**src/rtl/sram_bridge_pkg.sv**
```systemverilog
// Shared types for the LSU-to-SRAM bridge: FSM state encoding, access sizes
// and the alignment rule applied to incoming requests.
package sram_bridge_pkg;

    typedef enum logic [1:0] {
        IDLE  = 2'd0,
        ISSUE = 2'd1,
        WAIT  = 2'd2,
        DONE  = 2'd3
    } state_e;

    localparam logic [1:0] SZ_BYTE = 2'b00;
    localparam logic [1:0] SZ_HALF = 2'b01;
    localparam logic [1:0] SZ_WORD = 2'b10;

    // Size 2'b11 is handled exactly like a word access.
    function automatic logic is_misaligned(input logic [1:0] size, input logic [1:0] lane);
        case (size)
            SZ_BYTE: return 1'b0;
            SZ_HALF: return lane[0];
            default: return (lane != 2'b00);
        endcase
    endfunction

endpackage

```
**src/rtl/sram_lane_align.sv**
```systemverilog
// Combinational byte-lane logic: store data replication with byte mask, and
// load data extraction with sign/zero extension.
module sram_lane_align
    import sram_bridge_pkg::*;
(
    input  logic [1:0]  size_i,
    input  logic [1:0]  lane_i,
    input  logic        unsigned_i,
    input  logic [31:0] store_data_i,
    input  logic [31:0] load_raw_i,
    output logic [31:0] store_rep_o,
    output logic [3:0]  bmask_o,
    output logic [31:0] load_ext_o
);

    logic [31:0] shifted;
    logic        sign_bit;

    always_comb begin
        shifted     = load_raw_i >> {lane_i, 3'b000};
        sign_bit    = 1'b0;
        store_rep_o = store_data_i;
        bmask_o     = 4'b1111;
        load_ext_o  = shifted;
        case (size_i)
            SZ_BYTE: begin
                sign_bit    = shifted[7] & ~unsigned_i;
                store_rep_o = {4{store_data_i[7:0]}};
                bmask_o     = 4'b0001 << lane_i;
                load_ext_o  = {{24{sign_bit}}, shifted[7:0]};
            end
            SZ_HALF: begin
                sign_bit    = shifted[15] & ~unsigned_i;
                store_rep_o = {2{store_data_i[15:0]}};
                bmask_o     = lane_i[1] ? 4'b1100 : 4'b0011;
                load_ext_o  = {{16{sign_bit}}, shifted[15:0]};
            end
            default: begin
                store_rep_o = store_data_i;
                bmask_o     = 4'b1111;
                load_ext_o  = shifted;
            end
        endcase
    end

endmodule

```
**src/rtl/sram_lsu_bridge.sv**
```systemverilog
// Bridges a single-outstanding LSU port onto a halfword-addressed SRAM controller.
// Optional macro SRAM_BRIDGE_TIMEOUT_EN bounds the ACK wait and adds o_lsu_error.
module sram_lsu_bridge
    import sram_bridge_pkg::*;
#(
    parameter int TIMEOUT_CYCLES = 15
) (
    input  logic        i_clk,
    input  logic        i_reset,
    input  logic [31:0] i_lsu_addr,
    input  logic [31:0] i_lsu_wdata,
    input  logic [1:0]  i_lsu_size,
    input  logic        i_lsu_unsigned,
    input  logic        i_lsu_wren,
    input  logic        i_lsu_rden,
    output logic [31:0] o_lsu_rdata,
    output logic        o_lsu_stall,
    output logic        o_lsu_done,
    output logic        o_lsu_misaligned,
    output logic [17:0] o_ADDR,
    output logic [31:0] o_WDATA,
    output logic [3:0]  o_BMASK,
    output logic        o_WREN,
    output logic        o_RDEN,
    input  logic [31:0] i_RDATA,
    input  logic        i_ACK
`ifdef SRAM_BRIDGE_TIMEOUT_EN
    ,
    output logic        o_lsu_error
`endif
);

    state_e      state_q, state_d;
    logic [1:0]  size_q, size_d;
    logic [1:0]  lane_q, lane_d;
    logic        uns_q, uns_d;
    logic        store_q, store_d;
    logic        mis_q, mis_d;
    logic [31:0] rdata_q, rdata_d;
    logic [17:0] addr_q, addr_d;
    logic [31:0] wdata_q, wdata_d;
    logic [3:0]  bmask_q, bmask_d;

    logic        req;
    logic        in_idle;
    logic [1:0]  la_size, la_lane;
    logic        la_uns;
    logic [31:0] la_rep, la_load;
    logic [3:0]  la_bmask;
    logic        unused_addr;

    assign unused_addr = ^i_lsu_addr[31:19];
    assign req         = i_lsu_wren | i_lsu_rden;
    assign in_idle     = (state_q == IDLE);

    // Live request fields drive the aligner while accepting; the latched ones during the wait.
    assign la_size = in_idle ? i_lsu_size     : size_q;
    assign la_lane = in_idle ? i_lsu_addr[1:0] : lane_q;
    assign la_uns  = in_idle ? i_lsu_unsigned : uns_q;

    sram_lane_align u_align (
        .size_i       (la_size),
        .lane_i       (la_lane),
        .unsigned_i   (la_uns),
        .store_data_i (i_lsu_wdata),
        .load_raw_i   (i_RDATA),
        .store_rep_o  (la_rep),
        .bmask_o      (la_bmask),
        .load_ext_o   (la_load)
    );

`ifdef SRAM_BRIDGE_TIMEOUT_EN
    localparam int CNT_W = $clog2(TIMEOUT_CYCLES + 1);
    logic [CNT_W-1:0] cnt_q, cnt_d;
    logic             err_q, err_d;
`else
    localparam int unused_timeout = TIMEOUT_CYCLES;
`endif

    always_comb begin
        state_d = state_q;
        size_d  = size_q;
        lane_d  = lane_q;
        uns_d   = uns_q;
        store_d = store_q;
        mis_d   = mis_q;
        rdata_d = rdata_q;
        addr_d  = addr_q;
        wdata_d = wdata_q;
        bmask_d = bmask_q;
`ifdef SRAM_BRIDGE_TIMEOUT_EN
        cnt_d   = cnt_q;
        err_d   = err_q;
`endif
        case (state_q)
            IDLE: begin
                if (req) begin
                    size_d  = i_lsu_size;
                    lane_d  = i_lsu_addr[1:0];
                    uns_d   = i_lsu_unsigned;
                    store_d = i_lsu_wren;
                    mis_d   = is_misaligned(i_lsu_size, i_lsu_addr[1:0]);
`ifdef SRAM_BRIDGE_TIMEOUT_EN
                    err_d   = 1'b0;
`endif
                    if (is_misaligned(i_lsu_size, i_lsu_addr[1:0])) begin
                        state_d = DONE;
                    end else begin
                        addr_d  = {i_lsu_addr[18:2], 1'b0};
                        wdata_d = la_rep;
                        bmask_d = la_bmask;
                        state_d = ISSUE;
                    end
                end
            end
            ISSUE: begin
                state_d = WAIT;
`ifdef SRAM_BRIDGE_TIMEOUT_EN
                cnt_d   = '0;
`endif
            end
            WAIT: begin
                if (i_ACK) begin
                    if (!store_q) begin
                        rdata_d = la_load;
                    end
                    state_d = DONE;
                end
`ifdef SRAM_BRIDGE_TIMEOUT_EN
                else if (cnt_q == CNT_W'(TIMEOUT_CYCLES - 1)) begin
                    err_d   = 1'b1;
                    state_d = DONE;
                end else begin
                    cnt_d = cnt_q + CNT_W'(1);
                end
`endif
            end
            default: begin
                state_d = IDLE;
            end
        endcase
    end

    always_ff @(posedge i_clk) begin
        if (!i_reset) begin
            state_q <= IDLE;
            size_q  <= '0;
            lane_q  <= '0;
            uns_q   <= 1'b0;
            store_q <= 1'b0;
            mis_q   <= 1'b0;
            rdata_q <= '0;
            addr_q  <= '0;
            wdata_q <= '0;
            bmask_q <= '0;
`ifdef SRAM_BRIDGE_TIMEOUT_EN
            cnt_q   <= '0;
            err_q   <= 1'b0;
`endif
        end else begin
            state_q <= state_d;
            size_q  <= size_d;
            lane_q  <= lane_d;
            uns_q   <= uns_d;
            store_q <= store_d;
            mis_q   <= mis_d;
            rdata_q <= rdata_d;
            addr_q  <= addr_d;
            wdata_q <= wdata_d;
            bmask_q <= bmask_d;
`ifdef SRAM_BRIDGE_TIMEOUT_EN
            cnt_q   <= cnt_d;
            err_q   <= err_d;
`endif
        end
    end

    assign o_lsu_rdata      = rdata_q;
    assign o_ADDR           = addr_q;
    assign o_WDATA          = wdata_q;
    assign o_BMASK          = bmask_q;
    assign o_WREN           = (state_q == ISSUE) &  store_q;
    assign o_RDEN           = (state_q == ISSUE) & ~store_q;
    assign o_lsu_done       = (state_q == DONE);
    assign o_lsu_misaligned = (state_q == DONE) & mis_q;
    assign o_lsu_stall      = (state_q == ISSUE) | (state_q == WAIT) | (in_idle & req);
`ifdef SRAM_BRIDGE_TIMEOUT_EN
    assign o_lsu_error      = (state_q == DONE) & err_q;
`endif

endmodule

```
**config.mk**
```make
export PLATFORM = sky130hd
export DESIGN_NAME = sram_lsu_bridge
export DESIGN_NICKNAME = d
export VERILOG_FILES = /design/src/rtl/sram_bridge_pkg.sv /design/src/rtl/sram_lane_align.sv /design/src/rtl/sram_lsu_bridge.sv
export SDC_FILE = /design/constraint.sdc
export NUM_CORES = 1
export LEC_CHECK = 0
export BUFFER_PORTS_ARGS = -buffer_cell sky130_fd_sc_hd__buf_2
export CAP_MARGIN = 5
export CORE_MARGIN = 5
export CORE_UTILIZATION = 53
export DETAILED_ROUTE_END_ITERATION = 8
export MAX_ROUTING_LAYER = met4
export PLACE_DENSITY = 0.82
export REMOVE_ABC_BUFFERS = 1
export SLEW_MARGIN = 20
export SYNTH_ARGS = -nofsm -noshare
export SYNTH_HDL_FRONTEND = slang
export SYNTH_HIERARCHICAL = 1
export SYNTH_SLANG_ARGS = --single-unit
export TNS_END_PERCENT = 30
```
**constraint.sdc**
```tcl
create_clock -name i_clk -period 7.4 [get_ports i_clk]
set_clock_uncertainty 0.2 [all_clocks]
set_input_delay 0.37 -clock i_clk [delete_from_list [all_inputs] [get_ports i_clk]]
set_output_delay 0.37 -clock i_clk [all_outputs]
set_load 0.01 [all_outputs]
```
* Yosys cells after proc, flatten, opt, wreduce, memory -nomap -nowiden
Index checks and enable logic that the tools add are counted.
** Storage, ports and cells
- Bits in registers :: 94
- Input port bits :: 104
** Operators by class
- Equal/unequal tests :: 7
- Shifts and indexed selects :: 2
- Mux-type cells :: 14
- Bitwise logic cells :: 12
- Reductions and logical operators :: 8
** Operators by type and width (count)
- $pmux W32 S2 :: 2
- $shr A32 B5 Y32 :: 1
- $mux W2 :: 5
- $pmux W4 S2 :: 1
- $and A1 B1 Y1 :: 6
- $eq A2 B1 Y1 const B :: 3
- $logic_not A2 Y1 :: 3
- $pmux W2 S3 :: 1
- $reduce_and A3 Y1 :: 2
- $eq A2 B2 Y1 const B :: 2
- $mux W4 :: 1
- $ne A2 B2 Y1 const B :: 2
- $reduce_and A2 Y1 :: 2
- $shl A1 B2 Y4 const A :: 1
- $mux W1 :: 3
- $not A1 Y1 :: 3
- $or A1 B1 Y1 :: 3
- $pmux W1 S2 :: 1
- $reduce_bool A2 Y1 :: 1

* Longest topological paths before layout
Gate-level depths: netlist (run 1).
- Word-level depth :: 7
- Gate-level depth with buffers :: 12
- Depth with buffers taken out :: 8

* Hierarchy
Netlist (run 1), hierarchy kept.
** Modules (own cells, without submodules)
- sram_lsu_bridge :: instances 1, cells each 425, area each 3781.1 um2
- sram_lane_align :: instances 1, cells each 185, area each 1310.0 um2

* Worst setup path after synthesis (run 1)
No wires, ideal clock.
- Path kind :: flip-flop to flip-flop
- Start :: register state_q[0]
- End :: register wdata_q[11], in the netlist o_WDATA[11]
- Setup time :: 118 ps
- Arrival time :: 2270 ps
- Data required time :: 7082 ps
- Setup slack :: 4812 ps
- Cell stages (with the launch flop) :: 11
- Path buffers :: 3
- Clock period less this slack :: 2588 ps
- Cell sequence :: dfxtp_1 inv_1 ha_1 buf_2 mux2_2 clkbuf_2 nor2_1 buf_2 mux2_2 nand2_1 mux2i_1
** On the way
- Cells in the longest elaborated chain, start to end :: 4
- Elaborated cells between the ends (all ways) :: 6
- Those cells by class :: eq/ne (1); mux (2); reduce/logical (3)
** RTL lines
- from (decl) :: RTL line sram_lsu_bridge.sv:33 : state_e state_q, state_d;
- from (signal assigned) :: RTL line sram_lsu_bridge.sv:161 : state_q <= state_d;
- $logic_not A2 Y1 * :: RTL line sram_lsu_bridge.sv:54 : assign in_idle = (state_q == IDLE);
- $mux W2 * :: RTL line sram_lsu_bridge.sv:57 : assign la_size = in_idle ? i_lsu_size : size_q;
- via la_size[1] :: RTL line sram_lsu_bridge.sv:46 : logic [1:0] la_size, la_lane;
- $eq A2 B1 Y1 / $logic_not A2 Y1 (equally long branches) :: RTL line sram_lane_align.sv:25 : case (size_i)
- $pmux W32 S2 * :: RTL line sram_lane_align.sv:25
- via la_rep[11] :: RTL line sram_lsu_bridge.sv:48 : logic [31:0] la_rep, la_load;
- to (signal assigned) :: RTL line sram_lsu_bridge.sv:169 : wdata_q <= wdata_d;
- to (decl) :: RTL line sram_lsu_bridge.sv:41 : logic [31:0] wdata_q, wdata_d;
Mark *: on every way through the listed nets, which the timed path passes. The rest lies on a longest branch.
A chain may end at the register's enable or synchronous reset.

* Worst setup path in the final report (run 1)
- Start :: register state_q[0]
- End :: register rdata_q[16], in the netlist o_lsu_rdata[16]
** On the way
- Cells in the longest elaborated chain, start to end :: 5
- Elaborated cells between the ends (all ways) :: 13
- Those cells by class :: eq/ne (2); shift (1); mux (4); bitwise (3); reduce/logical (3)
** RTL lines
- $logic_not A2 Y1 * :: RTL line sram_lsu_bridge.sv:54
- $mux W2 * :: RTL line sram_lsu_bridge.sv:58 : assign la_lane = in_idle ? i_lsu_addr[1:0] : lane_q;
- via la_lane[0] :: RTL line sram_lsu_bridge.sv:46
- $shr A32 B5 Y32 * :: RTL line sram_lane_align.sv:20 : shifted = load_raw_i >> {lane_i, 3'b000};
- $and A1 B1 Y1 (on tied branches) :: RTL line sram_lane_align.sv:33, sram_lane_align.sv:27
- $pmux W32 S2 * :: RTL line sram_lane_align.sv:25
- via la_load[16] :: RTL line sram_lsu_bridge.sv:48
- to (signal assigned) :: RTL line sram_lsu_bridge.sv:167 : rdata_q <= rdata_d;
- to (decl) :: RTL line sram_lsu_bridge.sv:39 : logic [31:0] rdata_q, rdata_d;
Marked as above.

==> flow_summary.toml, run 1 <==
[sta]
report.final.slew_viol_count = 0
fin_tns_setup_ps = 0
hold_violations = 0
relSlewSlack_pct = 36.16
rsz0062_at_grt = "no"
fmax_ghz = 0.2834
final.min_clock_period_ps = 3528
finalCritPeriodShare_pct = 47.68
setup_viol_count_final = 0
worstMarginPinSlew_ps = 957.6
finalWorstSetupSlack_ps = 3872

[final_layout]
antenna_cells = 0
syn2layout_area_growth_pct = 19.12
nets = 856
fillers = 787
drive_gt1_share_pct = 32.98

[setup_path]
critPathMaxFanout = 41
endpoint_kind = "flip-flop"
crit_type = "reg2reg"
crit_path_start_kind = "flip-flop"
crit_start = "state_q[0]$_SDFFE_PN0P_"
reg2reg_to = "o_lsu_rdata[16]$_SDFFE_PN0P_"
arrival_ps = 3600
r2r-start = "state_q[0]$_SDFFE_PN0P_"
cp-endpoint = "o_lsu_rdata[16]$_SDFFE_PN0P_"
critPathRequiredTime_ps = 7470
r2r_cells = 8
rrSetupSlack_ps = 3870

[clock_network]
cts_buffers = 9
clkLatencyLatePin_ps = 340
cts_root_buffer = "clkbuf_8"
clk_path_buf_depth = 2
post_cts_buffers = 0
cts_hold_buffers = 0
cts.clk_slew.worst_paths_ps = 100
cts.htree.levels = 3
cts_tree = "done"
clock_sink_count = 94
postCtsResizedCells = 0

[drt]
drt_iter0_drc = 186
vias_per_cell = 5.283
ant_nets = 0
drt_pass1_iterations = 4
wirelength_um = 13130
vias = 4654
post_drt_wl_per_cell_um = 14.91
drc = 0

[synth]
syn_area_sq_um = 5091
synth_seq_cells = 94
synth_cell_types = 47
synth_edf_count = 0
ys_warn_count = 6
synthFlopType = "dfxtp_1"
syn_area_per_cell_sq_um = 8.346
synthArstFlopShare_pct = 0
syn-instance-count = 610
ys_seq_area_share_pct = 36.96

[placement]
io_buffers = 180
place_ws_ps = 3948
hpwl_um = 9335
gp_congestion = 0.8530

[floorplan]
io-pin-count = 195
core-area_sq_um = 9284
num_rows = 35
dieArea_sq_um = 11670
chipHeight_um = 108.0
start_util_pct = 54.84
die_x_um = 108.0

[outcome]
status = "complete, no violations"

[global_routing]
antenna_found_initial = 0
grt_pass1_vias = 4478
grt.total_usage_pct = 22.66
grt_max_degree = 108
grt_first_pass_wirelength_um = 20950
grt_remaining_overflow = 0

[min_path]
hold_path.class = "in2reg"

[pwr]
p_leak_uw = 0.002797
vdd_drop_max_v = 0.0001646
p_per_area_nw_per_um2 = 345.6

[flow_run]
maxCapViolations = 0
-- state kept, by name (all words and copies together) (netlist names) --
| register | count |
|---|---|
| o_WDATA | 32 |
| lane_q | 2 |
| uns_q | 1 |
| size_q | 2 |
| o_lsu_rdata | 32 |
| o_BMASK | 4 |
| state_q | 2 |
| store_q | 1 |
| mis_q | 1 |
| o_ADDR | 17 |
-- worst max-delay path, cell delays in order (launching register included) --
cell,delay (ps)
dfxtp_1,350
inv_1,100
ha_1,460
mux2_2,800
and2b_2,400
nand4b_1,590
nand4_1,300
nand2_1,70
a21oi_1,170
-- synthesized netlist by cell type, drive strengths merged, types with 2 or more instances --
| master | number | area (sq um) |
|---|---|---|
| a211oi | 7 | 52.55 |
| a21o | 3 | 22.52 |
| a21oi | 57 | 289.0 |
| a22oi | 7 | 52.55 |
| and2 | 2 | 12.51 |
| buf | 36 | 304.0 |
| clkbuf | 22 | 83.83 |
| dfxtp | 94 | 1882 |
| ha | 4 | 50.05 |
| inv | 4 | 15.01 |
| mux2 | 31 | 349.1 |
| mux2i | 75 | 750.7 |
| nand2 | 190 | 715.7 |
| nand2b | 2 | 12.51 |
| nand3 | 7 | 35.03 |
| nand3b | 2 | 15.01 |
| nand4 | 9 | 56.30 |
| nor2 | 9 | 33.78 |
| nor2b | 12 | 75.07 |
| o21ai | 9 | 56.31 |
| o21bai | 2 | 15.01 |
| o221a | 2 | 22.52 |
| or2 | 10 | 62.56 |
-- metrics by stage --
step	total power [uW]	hold WS [ps]	utilization [%]	instance area, sq um	cells
floorplan	1398	259.3	-	4703	552
global placement	1649	238.7	62.51	5803	865
detailed placement	1686	244.5	62.67	5818	866
CTS	2105	30.90	65.31	6063	881
global route	2237	41.18	65.32	6065	881
finish	2096	55.27	65.32	6065	881
-- cell usage in the layout, fill, tap and decap left out, types with 3 or more instances in the layout --
master	instances
buf_4	4
a211oi_1	7
inv_1	4
ha_1	4
o21ai_0	8
nand2_1	189
bufinv_16	3
mux2i_1	75
nor2b_1	12
mux2_2	31
a22oi_1	7
buf_2	180
or2_2	8
dfxtp_1	94
nand4_1	9
a21oi_1	56
clkbuf_8	10
nor2_1	9
nand3_1	7
a21o_1	3
-- power by group --
group | total (uW) | internal (uW) | switching (uW) | leakage (uW)
clock network | 413 | 233 | 180 | 0.000123
registers | 654 | 603 | 51.1 | 0.000766
logic | 1030 | 443 | 585 | 0.00191
-- area by class of cell --
| class | instances | area, sq um | share of cell area [%] |
|---|---|---|---|
| flip-flops and latches | 94 | 1882 | 31.03 |
| well taps | 129 | 161.4 | 2.661 |
| repair buffers | 185 | 945.9 | 15.60 |
| clock inverters | 5 | 107.6 | 1.774 |
| clock buffers | 10 | 137.6 | 2.269 |
| inverters | 4 | 15.01 | 0.2476 |
| multi-input cells | 454 | 2815 | 46.42 |
-- cell families (layout without fill, tap and decap cells) --
kind of cell	count (synthesis)	after routing	share of synthesized area [%]
other	1	1	0.07366
adder cells (fa/ha/maj)	4	4	0.9831
multiplexers	106	106	21.60
flip-flops	94	94	36.96
buffers and inverters	62	204	7.913
XOR/XNOR	1	1	0.1721
AND/OR/NAND/NOR	251	251	21.58
AO/OA/AOI/OAI	91	91	10.72
-- how the worst min path moves through the flow --
stage | start | endpoint | cells past startpoint | slack [ps]
6_report | i_lsu_addr[10] | o_ADDR[9]$_SDFFE_PN0P_ | 3 | 60
3_5_place_dp | o_lsu_rdata[17]$_SDFFE_PN0P_ | o_lsu_rdata[17]$_SDFFE_PN0P_ | 2 | 240
3_3_place_gp | o_lsu_rdata[3]$_SDFFE_PN0P_ | o_lsu_rdata[3]$_SDFFE_PN0P_ | 2 | 240
2_1_floorplan | lane_q[0]$_SDFFE_PN0P_ | lane_q[0]$_SDFFE_PN0P_ | 2 | 260
5_1_grt | i_lsu_addr[5] | o_ADDR[4]$_SDFFE_PN0P_ | 3 | 40
4_1_cts | i_lsu_addr[12] | o_ADDR[11]$_SDFFE_PN0P_ | 3 | 30
-- routing by layer --
layer / vias to the layer above / part of all wire [%] / global-route usage (%)
li1: 2325 / - / -
met2: 191 / 47 / 37.43
met1: 2122 / 43 / 27.14
met3: 16 / 9.0 / 5.910
met5: - / 0 / -
met4: 0 / 1.2 / 7.033
Power figures use the tool's default switching activity.
==> run 2, diff against run 1 <==
--- a/config.mk
+++ b/config.mk
@@ -5,13 +5,14 @@
 export SDC_FILE = /design/constraint.sdc
 export NUM_CORES = 1
 export LEC_CHECK = 0
+export ABC_AREA = 1
 export BUFFER_PORTS_ARGS = -buffer_cell sky130_fd_sc_hd__buf_2
 export CAP_MARGIN = 5
 export CORE_MARGIN = 5
-export CORE_UTILIZATION = 53
+export CORE_UTILIZATION = 44
 export DETAILED_ROUTE_END_ITERATION = 8
 export MAX_ROUTING_LAYER = met4
-export PLACE_DENSITY = 0.82
+export PLACE_DENSITY = 0.73
 export REMOVE_ABC_BUFFERS = 1
 export SLEW_MARGIN = 20
 export SYNTH_ARGS = -nofsm -noshare
==> constraint.sdc (replaced) <==
create_clock -name i_clk -period 3.1 [get_ports i_clk]
set_clock_uncertainty 0.2 [all_clocks]
set_input_delay 0.155 -clock i_clk [delete_from_list [all_inputs] [get_ports i_clk]]
set_output_delay 0.155 -clock i_clk [all_outputs]
set_load 0.01 [all_outputs]
==> run 2 against run 1 <==
- non-clock buffer count grew 66
- clock power grew 110%
- via count up 11%
- sequential share of layout area fell by 1.3 points
- critical path depth rose by 4
- fmax is 26% higher
- design area grew 4.5%
- sequential cell count unchanged
- first-iteration DRC count rose to 2.9 times the previous value
- worst hold slack lost 31 ps
- register-to-register slack worse by 3600 ps
- synthesized cell count rose by 14%
- critical endpoint is now o_lsu_rdata[3]$_SDFFE_PN0P_
==> flow_summary.toml, run 2 <==
[global_routing]
grt.total_usage_pct = 22.67
grt_max_degree = 95
grt_pass1_vias = 4849
antenna_found_initial = 1
grt_first_pass_wirelength_um = 23410
grt_remaining_overflow = 0

[sta]
fmax_ghz = 0.3580
fin_tns_setup_ps = 0
final.min_clock_period_ps = 2793
finalCritPeriodShare_pct = 90.11
relSlewSlack_pct = 45.29
setup_viol_count_final = 0
hold_violations = 0
report.final.slew_viol_count = 0
holdWs_ps = 24.52
rsz0062_at_grt = "no"
worstMarginPinSlew_ps = 820.6

[pwr]
p_leak_uw = 0.003335
vdd_drop_max_v = 0.0003673
p_per_area_nw_per_um2 = 850.4

[final_layout]
drive_gt1_share_pct = 25.85
syn2layout_area_growth_pct = 35.09
layout_common_cells = "nor2_1, buf_2, nand2_1"
layout_commonest_cell = "nor2_1"
fillers = 978
stdcell_count = 1050
nets = 1016

[setup_path]
crit_type = "reg2reg"
critPathMaxFanout = 14
crit_path_start_kind = "flip-flop"
arrival_ps = 2840
r2r-start = "state_q[0]$_SDFFE_PN0P_"
rrSetupSlack_ps = 310
endpoint_kind = "flip-flop"
critPathRequiredTime_ps = 3150
crit_start = "state_q[0]$_SDFFE_PN0P_"

[clock_network]
cts_root_buffer = "clkbuf_8"
cts.htree.levels = 3
clk_path_buf_depth = 2
cts_tree = "done"
cts_buffers = 9
cts.clk_slew.worst_paths_ps = 90
clkLatencyLatePin_ps = 350
clock_sink_count = 94

[placement]
gp_congestion = 0.8624
hpwl_um = 9193
placed_cells = 972
io_buffers = 180

[synth]
yosysTopAreaCell = "dfxtp_1"
synth_top_area_share_pct = 40.11
ys_warn_count = 6
synth_edf_count = 0
ys_seq_area_share_pct = 40.11
syn_area_sq_um = 4692
syn_area_per_cell_sq_um = 6.722
synthFlopType = "dfxtp_1"
synthArstFlopShare_pct = 0
synth_cell_types = 26
synth_seq_cells = 94
syn-instance-count = 698
ys_top_cells_by_count = "nor2_1, nand2_1, o21ai_0, dfxtp_1, inv_1"
yosys-top-cells-area = "dfxtp_1, nor2_1, o21ai_0"
post-synth-top-count-cell = "nor2_1"

[outcome]
status = "complete, no violations"

[drt]
wirelength_um = 14400
ant_nets = 0
drt_iter0_drc = 548
post_drt_wl_per_cell_um = 13.72
vias_per_cell = 4.909
drc = 0
vias = 5154
drt_pass1_iterations = 5

[min_path]
hold_path.class = "in2reg"
hp-start = "i_lsu_wdata[31]"

[floorplan]
chipHeight_um = 113.3
start_util_pct = 45.25
io-pin-count = 195
die_x_um = 113.3
dieArea_sq_um = 12830
core-area_sq_um = 10370
num_rows = 37

[flow_run]
maxCapViolations = 0
## run 2: logic make-up after synthesis
group           after synthesis  synth area share [%]
buf+inv                      94                 10.51
fa+ha+maj                     4                 1.067
simple gates                366                 32.61
compound gates              139                 15.63
flops                        94                 40.11
other cells                   1               0.07992
## run 2: what timing repair did
item                                    CTS  global route
resized for setup                         0             1
hold buffers                             61             0
buffers inserted                          0             0
hold endpoints to repair                 56             0
endpoints found under the setup margin    0             7
## run 2: critical path, cell delays in order, from the launching register on
cell and delay [ps]:
dfxtp_1 340, inv_1 110, ha_2 350, nand2_1 80, o21ai_1 120, buf_4 240, nor2_2 70, buf_4 200
a22oi_1 180, dlygate4sd3_1 570, nand2_1 60, nor2_1 120, nor2_1 60
## run 2: stage by stage
step	cell area, sq um	power (uW)	util (%)	setup slack [ps]
after floorplan	4359	3496	-	-589.3
after global placement	5515	4397	53.19	522.4
after detailed placement	5515	4425	53.19	494.7
after CTS	6334	5411	61.08	188.2
after global routing	6339	5893	61.12	71.19
final	6339	5390	61.12	306.6
## run 2: final cells by class
class | instances | area (sq um) | share of cell area (%)
clock inverter | 5 | 56.30 | 0.8883
timing repair buffer | 251 | 1587 | 25.03
sequential | 94 | 1882 | 29.69
antenna | 1 | 2.502 | 0.03948
tap | 136 | 170.2 | 2.685
multi-input combinational | 510 | 2330 | 36.75
clock buffer | 11 | 151.4 | 2.388
inverter | 42 | 160.2 | 2.527
## run 2: final timing paths
kind / cells past startpoint / end
worst max-delay path: 12 / o_lsu_rdata[3]$_SDFFE_PN0P_
worst min-delay path: 5 / o_WDATA[31]$_SDFFE_PN0P_
worst max register to register: 12 / o_lsu_rdata[3]$_SDFFE_PN0P_
worst min register to register: 2 / uns_q$_SDFFE_PN0P_
## run 2: metal layers
layer	part of all wire, %	GRT usage [%]
met2	45	35.27
met3	8.8	4.492
met5	0	-
met4	0.92	6.010
met1	45	30.20
## run 2: report_power, final
group	switching, uW	internal (uW)	leakage, uW
Combinational	1800	1050	0.00246
Sequential	157	1540	0.000772
Clock	430	418	0.000106
Total	2390	3000	0.00334
==> run 3, diff against run 2 <==
--- a/config.mk
+++ b/config.mk
@@ -11,6 +11,7 @@
 export CORE_MARGIN = 5
 export CORE_UTILIZATION = 44
 export DETAILED_ROUTE_END_ITERATION = 8
+export GPL_TIMING_DRIVEN = 0
 export MAX_ROUTING_LAYER = met4
 export PLACE_DENSITY = 0.73
 export REMOVE_ABC_BUFFERS = 1
==> run 3 against run 2 <==
- via count fell by 0.60%
- clock power is 12% higher
- register-to-register slack about the same
- critical path depth shrank 2
- setup slack gained 8.7 ps
- critical path type unchanged
- critical endpoint is now o_lsu_rdata[20]$_SDFFE_PN0P_
- sequential share of layout area barely moved
- worst hold slack about the same
- non-clock buffer count shrank 8
- total power grew 0.85%
- largest power group unchanged
- sequential power about the same
==> flow_summary.toml, run 3 (synthesis gave the netlist of run 2 again) <==
[global_routing]
grt_max_degree = 95
grt.total_usage_pct = 22.21
antenna_found_initial = 0
grt_first_pass_wirelength_um = 22990
grt_remaining_overflow = 0
grt_pass1_vias = 4649

[sta]
final.min_clock_period_ps = 2785
worstMarginPinSlew_ps = 978.7
relSlewSlack_pct = 34.68
report.final.slew_viol_count = 0
fmax_ghz = 0.3591
holdWs_ps = 24.29
finalCritPeriodShare_pct = 89.83
fin_tns_setup_ps = 0
hold_violations = 0
rsz0062_at_grt = "no"
setup_viol_count_final = 0

[final_layout]
drive_gt1_share_pct = 25.41
layout_commonest_cell = "nor2_1"
postLayoutCellArea_sq_um = 6345
fillers = 984
stdcell_count = 1041
antenna_cells = 0
final_core_util_pct = 61.18
multi_input_area_sq_um = 2346
syn2layout_area_growth_pct = 35.23
layout_common_cells = "nor2_1, buf_2, nand2_1"
nets = 1008
ff_latch_area_sq_um = 1882

[placement]
placed_cells = 965
place_area_sq_um = 5488
gp_congestion = 0.8390
io_buffers = 180
hpwl_um = 9347

[setup_path]
endpoint_kind = "flip-flop"
crit_path_start_kind = "flip-flop"
critPathBufInv = 2
crit_type = "reg2reg"
critPathMaxFanout = 16
cp-endpoint = "o_lsu_rdata[20]$_SDFFE_PN0P_"
r2r-start = "state_q[0]$_SDFFE_PN0P_"
arrival_ps = 2840
critPathSlowestCell = "o21ai_2"
slowest_delay_ps = 520
critPathRequiredTime_ps = 3150
path_delay_family = "simple AND/OR/NAND/NOR gates"
crit_top_cell = "nor2_1"
r2r_cells = 10
cp.depth = 10
crit_start = "state_q[0]$_SDFFE_PN0P_"
reg2reg_to = "o_lsu_rdata[20]$_SDFFE_PN0P_"
rrSetupSlack_ps = 320
crit_chain = "inv_1 -> ha_2 -> o21ai_2 -> inv_2 -> nand2_4 -> nor2_4 -> nand2_2 -> nand3_1 -> nor2_1 -> nor2_1"

[drt]
ant_nets = 0
vias = 5123
drt_iter0_drc = 509
wirelength_um = 14240
drt_pass1_iterations = 5
vias_per_cell = 4.921
post_drt_wl_per_cell_um = 13.68
drc = 0

[clock_network]
cts_buffers = 9
clock_sink_count = 94
clkLatencyLatePin_ps = 350
clk_path_buf_depth = 2
cts.htree.levels = 3
cts_root_buffer = "clkbuf_8"
cts.clk_slew.worst_paths_ps = 90
cts_tree = "done"
post_cts_buffers = 0

[floorplan]
dieArea_sq_um = 12830
chipHeight_um = 113.3
die_x_um = 113.3
num_rows = 37
io-pin-count = 195
start_util_pct = 45.25
core-area_sq_um = 10370

[outcome]
status = "complete, no violations"

[pwr]
p_leak_uw = 0.003329
vdd_drop_max_v = 0.0003584
p_per_area_nw_per_um2 = 856.8

[flow_run]
maxCapViolations = 0

[min_path]
hold_path.class = "in2reg"
## run 3: final cells by class
class	instances	area share [%]
Clock buffer	12	2.603
Clock inverter	4	1.203
Inverter	42	2.524
Multi-Input combinational cell	510	36.97
Sequential cell	94	29.66
Tap cell	136	2.682
Timing Repair Buffer	243	24.35
## run 3: repair_timing
item | 4_1_cts | 5_1_grt
hold endpoints to repair | 56 | 0
hold buffers | 60 | 0
resized for setup | 1 | 3
endpoints found under the setup margin | 15 | 31
## run 3: metal layers
metal | routed length (um) | global-route usage (%)
met4 | 173 | 5.929
met5 | 0 | -
met2 | 6414 | 33.65
met1 | 6308 | 30.51
met3 | 1342 | 4.118
## run 3: stage by stage
| step | worst slack [ps] | power, uW |
|---|---|---|
| final | 315.3 | 5436 |
| after global routing | 110.1 | 5916 |
| after CTS | 24.08 | 5440 |
| after detailed placement | -31.61 | 4413 |
| after global placement | -1940 | 4341 |
| after floorplan | -589.3 | 3496 |
## run 3: tightest hold or removal path, cell delays in order
cell      delay, ps
buf_2            90
nand2_1          50
o211ai_1         60
o21ai_0          90
nor2_1          100
## run 3: where the power goes
| group | internal (uW) | switching, uW |
|---|---|---|
| clock network | 524 | 430 |
| registers | 1540 | 157 |
| logic | 974 | 1810 |
## run 3: how the worst min path moves through the flow
stage               startpoint  cells past startpoint                        to
2_1_floorplan          i_reset                      2   state_q[1]$_SDFFE_PN0P_
3_3_place_gp    i_lsu_addr[16]                      3   o_ADDR[15]$_SDFFE_PN0P_
3_5_place_dp    i_lsu_addr[16]                      3   o_ADDR[15]$_SDFFE_PN0P_
4_1_cts        i_lsu_wdata[24]                      5  o_WDATA[24]$_SDFFE_PN0P_
5_1_grt        i_lsu_wdata[24]                      5  o_WDATA[24]$_SDFFE_PN0P_
6_report       i_lsu_wdata[24]                      5  o_WDATA[24]$_SDFFE_PN0P_
